[config.mk]
export PLATFORM = sky130hd
export DESIGN_NAME = char_rom_glyph_ctrl
export DESIGN_NICKNAME = d
export VERILOG_FILES = /design/src/rtl/char_rom_pkg.sv /design/src/rtl/glyph_row_assembler.sv /design/src/rtl/char_rom_glyph_ctrl.sv
export SDC_FILE = /design/constraint.sdc
export NUM_CORES = 1
export LEC_CHECK = 0
export ABC_AREA = 0
export CAP_MARGIN = 20
export CORE_MARGIN = 10
export CORE_UTILIZATION = 35
export CTS_BUF_LIST = sky130_fd_sc_hd__clkbuf_16
export CTS_CLUSTER_DIAMETER = 200
export DETAILED_ROUTE_END_ITERATION = 10
export GPL_TIMING_DRIVEN = 0
export PLACE_DENSITY = 0.82
export SYNTH_ARGS = -nofsm -noshare
export SYNTH_HDL_FRONTEND = slang
export SYNTH_SLANG_ARGS = --single-unit
[constraint.sdc]
create_clock -name clk -period 3.6 [get_ports clk]
set_input_delay 0.54 -clock clk [delete_from_list [all_inputs] [get_ports clk]]
set_output_delay 0.54 -clock clk [all_outputs]
set_load 0.02 [all_outputs]
[src/rtl/char_rom_pkg.sv]
// Shared constants, FSM state type and row placement helper for the
// character ROM glyph controller.
package char_rom_pkg;

  localparam int GLYPH_ADDR_W = 4;
  localparam int GLYPH_W      = 64;
  localparam int GLYPH_ROW_W  = 8;
  localparam int GLYPH_ROWS   = GLYPH_W / GLYPH_ROW_W;
  localparam int OFFSET_W     = $clog2(GLYPH_W);

  typedef enum logic {
    ASSEMBLE    = 1'b0,
    COMMIT_WAIT = 1'b1
  } glyph_state_t;

  // Row 0 is the top row and sits in the most significant byte, so the
  // LSB offset of row r is (ROWS-1-r)*ROW_W.
  function automatic logic [OFFSET_W-1:0] row_offset(input logic [2:0] row);
    return OFFSET_W'((GLYPH_ROWS - 1 - int'(row)) * GLYPH_ROW_W);
  endfunction

endpackage

[src/rtl/glyph_row_assembler.sv]
// Glyph assembly buffer: collects CPU row beats into one full glyph and
// is wiped back to zero once the glyph has been committed to the ROM.
module glyph_row_assembler
  import char_rom_pkg::*;
(
  input  logic                   clk,
  input  logic                   rst_n,
  input  logic                   wr_en,
  input  logic [2:0]             wr_row,
  input  logic [GLYPH_ROW_W-1:0] wr_data,
  input  logic                   clear,
  output logic [GLYPH_W-1:0]     glyph
);

  // Clear has priority; a write overwrites exactly one row, others keep their value.
  always_ff @(posedge clk or negedge rst_n) begin
    if (!rst_n) begin
      glyph <= '0;
    end else if (clear) begin
      glyph <= '0;
    end else if (wr_en) begin
      glyph[row_offset(wr_row) +: GLYPH_ROW_W] <= wr_data;
    end
  end

endmodule

[src/rtl/char_rom_glyph_ctrl.sv]
// Arbiter/sequencer in front of the writable mini character ROM.
// The renderer always wins the ROM port; CPU glyph uploads are assembled
// row by row and committed in the first cycle the renderer leaves idle.
// Optional CPU readback port is enabled by defining CHAR_ROM_READBACK_EN.
module char_rom_glyph_ctrl
  import char_rom_pkg::*;
#(
  parameter int ADDR_W = GLYPH_ADDR_W,
  parameter int DATA_W = GLYPH_W,
  parameter int ROW_W  = GLYPH_ROW_W
) (
  input  logic              clk,
  input  logic              rst_n,
  input  logic              vga_req,
  input  logic [ADDR_W-1:0] vga_addr,
  output logic              vga_data_valid,
  output logic [DATA_W-1:0] vga_data,
  input  logic              cpu_valid,
  output logic              cpu_ready,
  input  logic [ADDR_W-1:0] cpu_glyph,
  input  logic [2:0]        cpu_row,
  input  logic [ROW_W-1:0]  cpu_row_data,
  input  logic              cpu_last,
  output logic              commit_done,
`ifdef CHAR_ROM_READBACK_EN
  input  logic              cpu_rd_req,
  input  logic [ADDR_W-1:0] cpu_rd_addr,
  output logic              cpu_rd_ack,
  output logic [DATA_W-1:0] cpu_rd_data,
`endif
  output logic [ADDR_W-1:0] rom_addr,
  output logic              rom_w_en,
  output logic [DATA_W-1:0] rom_in_data,
  input  logic [DATA_W-1:0] rom_char_out
);

  glyph_state_t      state;
  logic [ADDR_W-1:0] commit_addr;
  logic              beat_accept;
  logic              commit_fire;
  logic [DATA_W-1:0] glyph_buf;

  assign beat_accept = cpu_valid && cpu_ready;
  assign commit_fire = (state == COMMIT_WAIT) && !vga_req;

  glyph_row_assembler u_assembler (
    .clk     (clk),
    .rst_n   (rst_n),
    .wr_en   (beat_accept),
    .wr_row  (cpu_row),
    .wr_data (cpu_row_data),
    .clear   (commit_fire),
    .glyph   (glyph_buf)
  );

  assign rom_w_en    = commit_fire;
  assign rom_in_data = glyph_buf;
  assign vga_data    = rom_char_out;

`ifdef CHAR_ROM_READBACK_EN
  logic rd_grant;

  assign rd_grant    = cpu_rd_req && !vga_req && !commit_fire;
  assign cpu_rd_data = rom_char_out;

  // Port mux: renderer read, then pending commit, then CPU readback.
  always_comb begin
    rom_addr = cpu_rd_addr;
    if (vga_req)
      rom_addr = vga_addr;
    else if (state == COMMIT_WAIT)
      rom_addr = commit_addr;
  end

  // Readback data comes out of the ROM one cycle after the grant.
  always_ff @(posedge clk or negedge rst_n) begin
    if (!rst_n) cpu_rd_ack <= 1'b0;
    else        cpu_rd_ack <= rd_grant;
  end
`else
  // Port mux: renderer read has priority over the commit address.
  always_comb begin
    rom_addr = vga_req ? vga_addr : commit_addr;
  end
`endif

  // Renderer data is valid the cycle after its request, matching ROM latency.
  always_ff @(posedge clk or negedge rst_n) begin
    if (!rst_n) vga_data_valid <= 1'b0;
    else        vga_data_valid <= vga_req;
  end

  // Upload FSM: assemble rows until the last beat, then wait for a free ROM cycle.
  always_ff @(posedge clk or negedge rst_n) begin
    if (!rst_n) begin
      state       <= ASSEMBLE;
      commit_addr <= '0;
      cpu_ready   <= 1'b1;
      commit_done <= 1'b0;
    end else begin
      commit_done <= 1'b0;
      case (state)
        ASSEMBLE: begin
          if (beat_accept && cpu_last) begin
            state       <= COMMIT_WAIT;
            commit_addr <= cpu_glyph;
            cpu_ready   <= 1'b0;
          end
        end
        COMMIT_WAIT: begin
          if (!vga_req) begin
            state       <= ASSEMBLE;
            cpu_ready   <= 1'b1;
            commit_done <= 1'b1;
          end
        end
        default: begin
          state     <= ASSEMBLE;
          cpu_ready <= 1'b1;
        end
      endcase
    end
  end

endmodule

==> results of run 1 <==
## layout make-up
cell class | count | share of cell area, %
clock inverter | 7 | 0.4732
buffer | 76 | 10.00
tap | 133 | 2.997
timing repair buffer | 159 | 28.62
clock buffer | 9 | 4.056
multi-input combinational | 167 | 21.32
inverter | 1 | 0.06760
sequential | 72 | 32.47
## synthesized netlist by cell type (all sizes together)
cell and instances:
dfrtp 71, nand2b 1, and3b 1, dfstp 1
mux2i 64, nand4 2, nand2 79, and2b 1
and4b 1, nand3 2, nand4b 2, nor2 1
buf 76, and4bb 1, or4 1, ha 3
mux2 8, inv 1
## per-stage QoR
step                      hold slack [ns]  instances
after floorplan                    0.2444        316
after global placement             0.4844        608
after detailed placement           0.4877        608
after CTS                          0.3868        624
after global routing               0.4308        624
final                              0.3543        624
## logic make-up after synthesis
logic type | after synthesis | synth area share, %
and+or+nand+nor | 92 | 11.71
buffers and inverters | 77 | 15.77
muxes | 72 | 20.61
DFF | 72 | 50.85
adders and majority gates | 3 | 1.059
## where the power goes
group,switching [uW],internal (uW)
combinational,127,142
clock,313,449
sequential,0.122,810
total,440,1400
## sequential cells by signal, summed over array words and instances, names as in the netlist
name,flops
u_assembler.glyph,64
commit_addr,4
commit_done,1
cpu_ready,1
state,1
vga_data_valid,1
## path summary, 6_finish.rpt
check	cells after the start	slack [ns]	startpoint	end
max	6	0.63	vga_req	rom_w_en
min reg2reg	2	0.50	cpu_ready	cpu_ready
min in group clk	2	0.50	cpu_ready	cpu_ready
max reg2reg	4	2.05	cpu_ready	u_assembler.glyph[30]
min	1	0.35	rst_n	commit_addr[2]
max in group asynchronous	1	2.67	rst_n	u_assembler.glyph[63]
## per-layer routing
| layer | track usage, % | share of wire, % | up-vias |
|---|---|---|---|
| met3 | 6.282 | 9.8 | 17 |
| met5 | 0 | 0 | - |
| met2 | 26.57 | 49 | 151 |
| met4 | 4.676 | 1.6 | 0 |
| li1 | - | - | 1323 |
| met1 | 17.84 | 39 | 1351 |
==> qor.yml, run 1 <==
outcome:
  status: "finished, final reports clean"
sta:
  fmax_mhz: 337.2
  skew_ns: 0.004792
  post-route-period-util_pct: 82.37
  hold_viol_final: 0
  tightest_slew_ns: 0.9113
  rsz0062_at_grt: "false"
  drv_slew: 0
  setup_viol: 0
  worst_slack_ns: 0.6346
  finalSetupTns_ns: 0
  min_period_ns: 2.965
  slew_headroom_pct: 39.25
logic_synthesis:
  syn-num-nets: 407
  yosys_warnings: 0
  yosysTopAreaCellShare_pct: 50.11
  ys_types: 21
  postSynthCellCount: 316
  avgSynthCellArea_sq_um: 11.22
  synth_area_sq_um: 3546
  ys_seq_area_share_pct: 50.85
  ys_top_cells_by_area: "dfrtp_1 50%, mux2i_1 18%, buf_4 14%"
  ys_ff_latch: 72
  yosysTopAreaCell: "dfrtp_1"
cells_and_area:
  area_growth_pct: 56.60
  fillCellCount: 826
  n_antenna_cell: 0
  seq_area_sq_um: 1803
  final_core_util_pct: 56.55
  mostFrequentLayoutCell: "clkdlybuf4s50_1"
  multi_input_area_sq_um: 1184
  final_cell_area_sq_um: 5553
  drive_above_1_share_pct: 20.77
  mostFrequentLayoutCells: "158 x clkdlybuf4s50_1, 79 x nand2_1, 71 x dfrtp_1"
  fin_nets: 577
clocking:
  post_cts_buffers: 0
  ctsLongestPathBuffers: 2
  cts-buffers-inserted: 9
  htreeDepth: 3
  cts-root-buf: "clkbuf_16"
  ctsResizeCount: 0
  clk_pin_slew_worst_paths_ns: 0.06
  cts_hold_buf: 0
  cts_tree: "done"
  clock-sinks: 72
  clk_latency_ns: 0.32
global_routing:
  grt_pass1_vias: 3066
  grt_pass1_wl_mm: 17.95
  antenna_found_initial: 0
  globalRouteOverflowTotal: 0
  grt_max_degree: 73
  track_usage_pct: 15.70
worst_setup_path:
  end_kind: "primary output"
  worst_ep_arrival_time_ns: 2.43
  critPathKind: "in2out"
  cp_num_buf_inv: 5
  start_kind: "input port"
  cp_slowest_cell: "clkdlybuf4s50_1"
  slowest_delay_ns: 0.61
  cp.required_ns: 3.06
  path_cells: "clkdlybuf4s50_1, nand2b_1, buf_2, buf_2, inv_1, clkdlybuf4s50_1"
  path_delay_family: "buffers and inverters"
  crit_path_max_fanout: 10
place:
  io_buffers: 159
  gp_congestion: 0.8609
  dpl-instance-area_sq_um: 5301
  place_ws_ns: 0.6249
  dp.final_hpwl_mm: 9.421
die:
  dieHeight_um: 120.7
  core_sq_um: 9819
  row_count: 36
  die_w_um: 120.7
  io-pin-count: 224
  die_area_sq_um: 14560
  start_util_pct: 36.11
flow_run:
  drv_cap: 0
routing:
  ant_nets: 0
  drt_iter0_markers: 68
  drc: 0
  routedWlPerCell_um: 19.29
  drt-total-wl_mm: 12.04
  firstDrtPassIters: 4
  vias: 2842
  vias_per_cell: 4.554
pwr:
  p_leak_uw: 0.002882
  finalPower_uw: 1841
  vdd_ir_drop_max_mv: 0.2383
  powerDensity_nw_per_um2: 331.6
worst_hold_path:
  hp-class: "in2async"
Power figures use the tool's default switching activity.
==> inputs of run 2 (changes only) <==
--- a/config.mk
+++ b/config.mk
@@ -8,12 +8,12 @@
 export ABC_AREA = 0
 export CAP_MARGIN = 20
 export CORE_MARGIN = 10
-export CORE_UTILIZATION = 35
+export CORE_UTILIZATION = 33
 export CTS_BUF_LIST = sky130_fd_sc_hd__clkbuf_16
 export CTS_CLUSTER_DIAMETER = 200
 export DETAILED_ROUTE_END_ITERATION = 10
 export GPL_TIMING_DRIVEN = 0
-export PLACE_DENSITY = 0.82
+export PLACE_DENSITY = 0.81
 export SYNTH_ARGS = -nofsm -noshare
 export SYNTH_HDL_FRONTEND = slang
 export SYNTH_SLANG_ARGS = --single-unit
==> constraint.sdc (replaced) <==
create_clock -name clk -period 2.7 [get_ports clk]
set_input_delay 0.405 -clock clk [delete_from_list [all_inputs] [get_ports clk]]
set_output_delay 0.405 -clock clk [all_outputs]
set_load 0.02 [all_outputs]
==> qor.yml, run 2 (synthesized netlist as in run 1, its figures left out) <==
sta:
  slew_headroom_pct: 37.66
  tightest_slew_ns: 0.9352
  worst_slack_ns: 0.4197
  hold_viol_final: 0
  fmax_mhz: 438.5
  skew_ns: 0.003092
  drv_slew: 0
  rsz0062_at_grt: "false"
  min_period_ns: 2.280
  setup_viol: 0
  whs_ns: 0.1865
  post-route-period-util_pct: 84.46
cells_and_area:
  regMostFlops: "u_assembler.glyph"
  mostFrequentLayoutCell: "clkdlybuf4s50_1"
  fin_nets: 577
  largest_register_ffs: 64
  drive_above_1_share_pct: 22.00
  n_antenna_cell: 0
  mostFrequentLayoutCells: "157 x clkdlybuf4s50_1, 79 x nand2_1, 71 x dfrtp_1"
  area_growth_pct: 59.88
  reg_top3: "u_assembler.glyph: 64 flops, commit_addr: 4 flops"
die:
  io-pin-count: 224
  core_sq_um: 10420
  die_area_sq_um: 15290
  row_count: 37
  dieHeight_um: 123.7
  die_w_um: 123.7
  start_util_pct: 34.04
worst_setup_path:
  crit_path_max_fanout: 10
  path_delay_family: "buffers and inverters"
  ff2ff_setup_slack_ns: 1.14
  r2r_start: "cpu_ready"
  slowest_delay_ns: 0.53
  critPathKind: "reg2out"
  cp_slowest_cell: "clkdlybuf4s50_1"
  path_cells: "nand2b_1, buf_2, clkbuf_4, inv_1, clkdlybuf4s50_1"
  cp.required_ns: 2.30
  worst_ep_arrival_time_ns: 1.88
  r2r-end: "u_assembler.glyph[59]"
  reg2regPathDepth: 3
  cp_num_buf_inv: 4
  end_kind: "primary output"
  start_kind: "flip-flop"
clocking:
  cts-root-buf: "clkbuf_16"
  ctsLongestPathBuffers: 2
  htreeDepth: 3
  cts-buffers-inserted: 9
  cts_tree: "done"
  cts_hold_buf: 0
  clock-sinks: 72
  clk_pin_slew_worst_paths_ns: 0.06
  clk_latency_ns: 0.33
place:
  place_ws_ns: 0.009524
  dp.final_hpwl_mm: 9.302
  gp_congestion: 0.7435
  io_buffers: 159
global_routing:
  grt_max_degree: 73
  track_usage_pct: 14.89
  antenna_found_initial: 0
  grt_pass1_wl_mm: 17.43
  grt_pass1_vias: 3045
  globalRouteOverflowTotal: 0
flow_run:
  drv_cap: 0
routing:
  drt_iter0_markers: 54
  drc: 0
  ant_nets: 0
  vias_per_cell: 4.498
  vias: 2820
  firstDrtPassIters: 4
  routedWlPerCell_um: 18.96
  drt-total-wl_mm: 11.89
outcome:
  status: "finished, final reports clean"
pwr:
  powerDensity_nw_per_um2: 506.3
  p_leak_uw: 0.002930
  vdd_ir_drop_max_mv: 0.2766
worst_hold_path:
  hp-class: "in2async"
-- run 2: changes by cell type in the layout (fill, tap and decap cells not counted), sizes merged --
| cell | before | now |
|---|---|---|
| buf | 77 | 76 |
| bufinv | 0 | 4 |
| clkbuf | 9 | 10 |
| clkdlybuf4s50 | 158 | 157 |
| clkinv | 2 | 3 |
| dlymetal6s2s | 0 | 1 |
| inv | 6 | 1 |
-- run 2: timing repair --
action,CTS,global route
gates resized for setup,0,2
setup buffers,0,0
setup endpoints to repair,0,1
endpoints found under the hold margin,0,0
-- run 2: final cells by class --
cell class / instances / area, sq um
Multi-Input combinational cell: 167 / 1184
Sequential cell: 72 / 1803
Fill cell: 886 / 4747
Inverter: 1 / 3.754
Timing Repair Buffer: 159 / 1592
Buffer: 76 / 558.0
Clock buffer: 9 / 225.2
Clock inverter: 7 / 133.9
Tap cell: 136 / 170.2
-- run 2: worst max path at each step --
stage	startpoint	end	slack [ns]	cells past startpoint
2_1_floorplan	cpu_row[0]	u_assembler.glyph[3]	0.80	6
3_3_place_gp	rst_n	u_assembler.glyph[12]	-1.16	1
3_5_place_dp	vga_req	rom_w_en	0.01	6
4_1_cts	vga_req	rom_w_en	0.008	6
5_1_grt	state	rom_w_en	0.30	5
6_report	state	rom_w_en	0.42	5
-- run 2: where the power goes --
part	leakage, uW	switching, uW	internal, uW
sequential	0.00100	0.146	1080
clock	0.000177	443	989
combinational	0.00175	169	189
total	0.00293	612	2260
-- run 2: layer usage --
layer	global-route usage [%]	part of all wire (%)	vias up
met5	0	0	-
met1	15.75	36	1338
met4	5.022	1.3	0
met2	25.89	49	154
li1	-	-	1318
met3	6.606	13	10
-- run 2: metrics by stage --
step | std cells | total power, uW | TNS, ns | util (%) | area, sq um
global placement | 611 | 1460 | -82.60 | 50.96 | 5308
floorplan | 316 | 1277 | 0 | - | 3546
detailed placement | 611 | 1465 | 0 | 50.93 | 5305
CTS | 627 | 2904 | 0 | 54.38 | 5664
finish | 627 | 2871 | 0 | 54.43 | 5669
global route | 627 | 2969 | 0 | 54.43 | 5669
==> inputs of run 3 (changes only) <==
==> constraint.sdc (replaced) <==
create_clock -name clk -period 2 [get_ports clk]
set_input_delay 0.3 -clock clk [delete_from_list [all_inputs] [get_ports clk]]
set_output_delay 0.3 -clock clk [all_outputs]
set_load 0.02 [all_outputs]
==> qor.yml, run 3 (synthesized netlist as in run 1, its figures left out) <==
place:
  gp_congestion: 0.7435
  dp.final_hpwl_mm: 9.302
  dpl-instance-area_sq_um: 5305
  io_buffers: 159
pwr:
  p_leak_uw: 0.002918
  powerDensity_nw_per_um2: 683.8
  vdd_ir_drop_max_mv: 0.3734
  finalPower_uw: 3874
sta:
  hold_viol_final: 0
  fmax_mhz: 529.8
  rsz0062_at_grt: "false"
  post-route-period-util_pct: 94.37
  finalSetupTns_ns: 0
  tightest_slew_ns: 0.9304
  min_period_ns: 1.887
  skew_ns: 0.002510
  slew_headroom_pct: 37.98
  setup_viol: 0
  drv_slew: 0
cells_and_area:
  multi_input_area_sq_um: 1192
  final_core_util_pct: 54.39
  mostFrequentLayoutCell: "clkdlybuf4s50_1"
  final_cell_area_sq_um: 5665
  largest_register_ffs: 64
  seq_area_sq_um: 1803
  mostFrequentLayoutCells: "155 x clkdlybuf4s50_1, 78 x nand2_1, 71 x dfrtp_1"
  fin_nets: 576
  reg_top3: "u_assembler.glyph: 64 flops, commit_addr: 4 flops"
  fillCellCount: 889
  area_growth_pct: 59.77
  regMostFlops: "u_assembler.glyph"
  drive_above_1_share_pct: 22.45
clocking:
  ctsLongestPathBuffers: 2
  clk_pin_slew_worst_paths_ns: 0.06
  clock-sinks: 72
  cts-buffers-inserted: 9
  cts-root-buf: "clkbuf_16"
  clk_latency_ns: 0.33
  htreeDepth: 3
  cts_tree: "done"
outcome:
  status: "finished, final reports clean"
worst_setup_path:
  cp.required_ns: 2.18
  worst_ep_arrival_time_ns: 2.07
  end_kind: "flip-flop"
  start_kind: "input port"
  cp_slowest_cell: "or4_4"
  r2r_start: "cpu_ready"
  slowest_delay_ns: 0.53
  path_cells: "clkdlybuf4s50_1, ha_2, ha_1, buf_6, or4_4, mux2i_2"
  critPathLaunch: "cpu_row[1]"
  critPathKind: "in2reg"
  crit_path_max_fanout: 8
die:
  die_w_um: 123.7
  row_count: 37
  die_area_sq_um: 15290
  io-pin-count: 224
  start_util_pct: 34.04
  core_sq_um: 10420
  dieHeight_um: 123.7
global_routing:
  grt_pass1_wl_mm: 17.43
  grt_pass1_vias: 3045
  track_usage_pct: 14.89
  grt_max_degree: 73
  antenna_found_initial: 1
  globalRouteOverflowTotal: 0
routing:
  drt_iter0_markers: 54
  routedWlPerCell_um: 18.95
  vias: 2815
  drt-total-wl_mm: 11.88
  vias_per_cell: 4.490
  ant_nets: 0
  firstDrtPassIters: 4
  drc: 0
worst_hold_path:
  hp-class: "in2async"
flow_run:
  drv_cap: 0
run 3: cell count changes in the layout (fill, tap and decap cells not counted), sizes merged:
| cell | delta |
|---|---|
| dlymetal6s2s | -1 |
| clkdlybuf4s50 | -2 |
| dlygate4sd2 | +3 |
| diode | +1 |
| clkbuf | -1 |
run 3: worst max-delay path, delay by kind of cell:
family | cells | cell delay [ns]
AND/OR/NAND/NOR | 1 | 0.53
multiplexers | 1 | 0.20
adder cells (fa/ha/maj) | 2 | 0.47
buffers and inverters | 2 | 0.57
run 3: what timing repair did:
action | in CTS | in global routing
pin swaps | 0 | 1
hold buffers | 0 | 0
setup buffers | 0 | 0
gates resized for setup | 6 | 2
endpoints found under the setup margin | 21 | 13
run 3: worst paths after layout:
check                           cells past startpoint  slack (ns)                    end
worst min register to register                      2        0.49              cpu_ready
worst max register to register                      3        0.33   u_assembler.glyph[0]
max in group asynchronous                           1        1.28                  state
min in group clk                                    1        0.36         vga_data_valid
worst min-delay path                                1        0.08  u_assembler.glyph[45]
worst max-delay path                                6        0.11   u_assembler.glyph[0]
run 3: metal layers:
| metal | GRT usage, % | wire (um) | up-vias |
|---|---|---|---|
| li1 | - | - | 1314 |
| met1 | 15.75 | 4319 | 1338 |
| met2 | 25.89 | 5788 | 151 |
| met3 | 6.606 | 1584 | 12 |
| met4 | 5.022 | 189 | 0 |
| met5 | 0 | 0 | - |
run 3: area by class of cell:
| cell class | instances | area share [%] |
|---|---|---|
| Sequential cell | 72 | 31.82 |
| Timing Repair Buffer | 159 | 27.98 |
| Multi-Input combinational cell | 167 | 21.05 |
| Buffer | 75 | 9.695 |
| Clock buffer | 9 | 3.975 |
| Tap cell | 136 | 3.004 |
| Clock inverter | 7 | 2.363 |
| Inverter | 1 | 0.06625 |
| Antenna cell | 1 | 0.04417 |
run 3: per-stage QoR:
stage | std cells | setup WS [ns] | hold slack (ns)
final | 627 | 0.1125 | 0.08106
after floorplan | 316 | 0.2075 | 0.004409
after detailed placement | 611 | -0.4805 | 0.4846
after CTS | 627 | 0.03531 | 0.1491
after global routing | 627 | 0.04394 | 0.1910
after global placement | 611 | -1.757 | 0.4798
run 3: report_power, final:
part	internal, uW	switching (uW)	total, uW	leakage (uW)
logic	254	229	484	0.00174
registers	1460	0.197	1460	0.00100
clock network	1330	597	1930	0.000177
total	3050	826	3870	0.00292
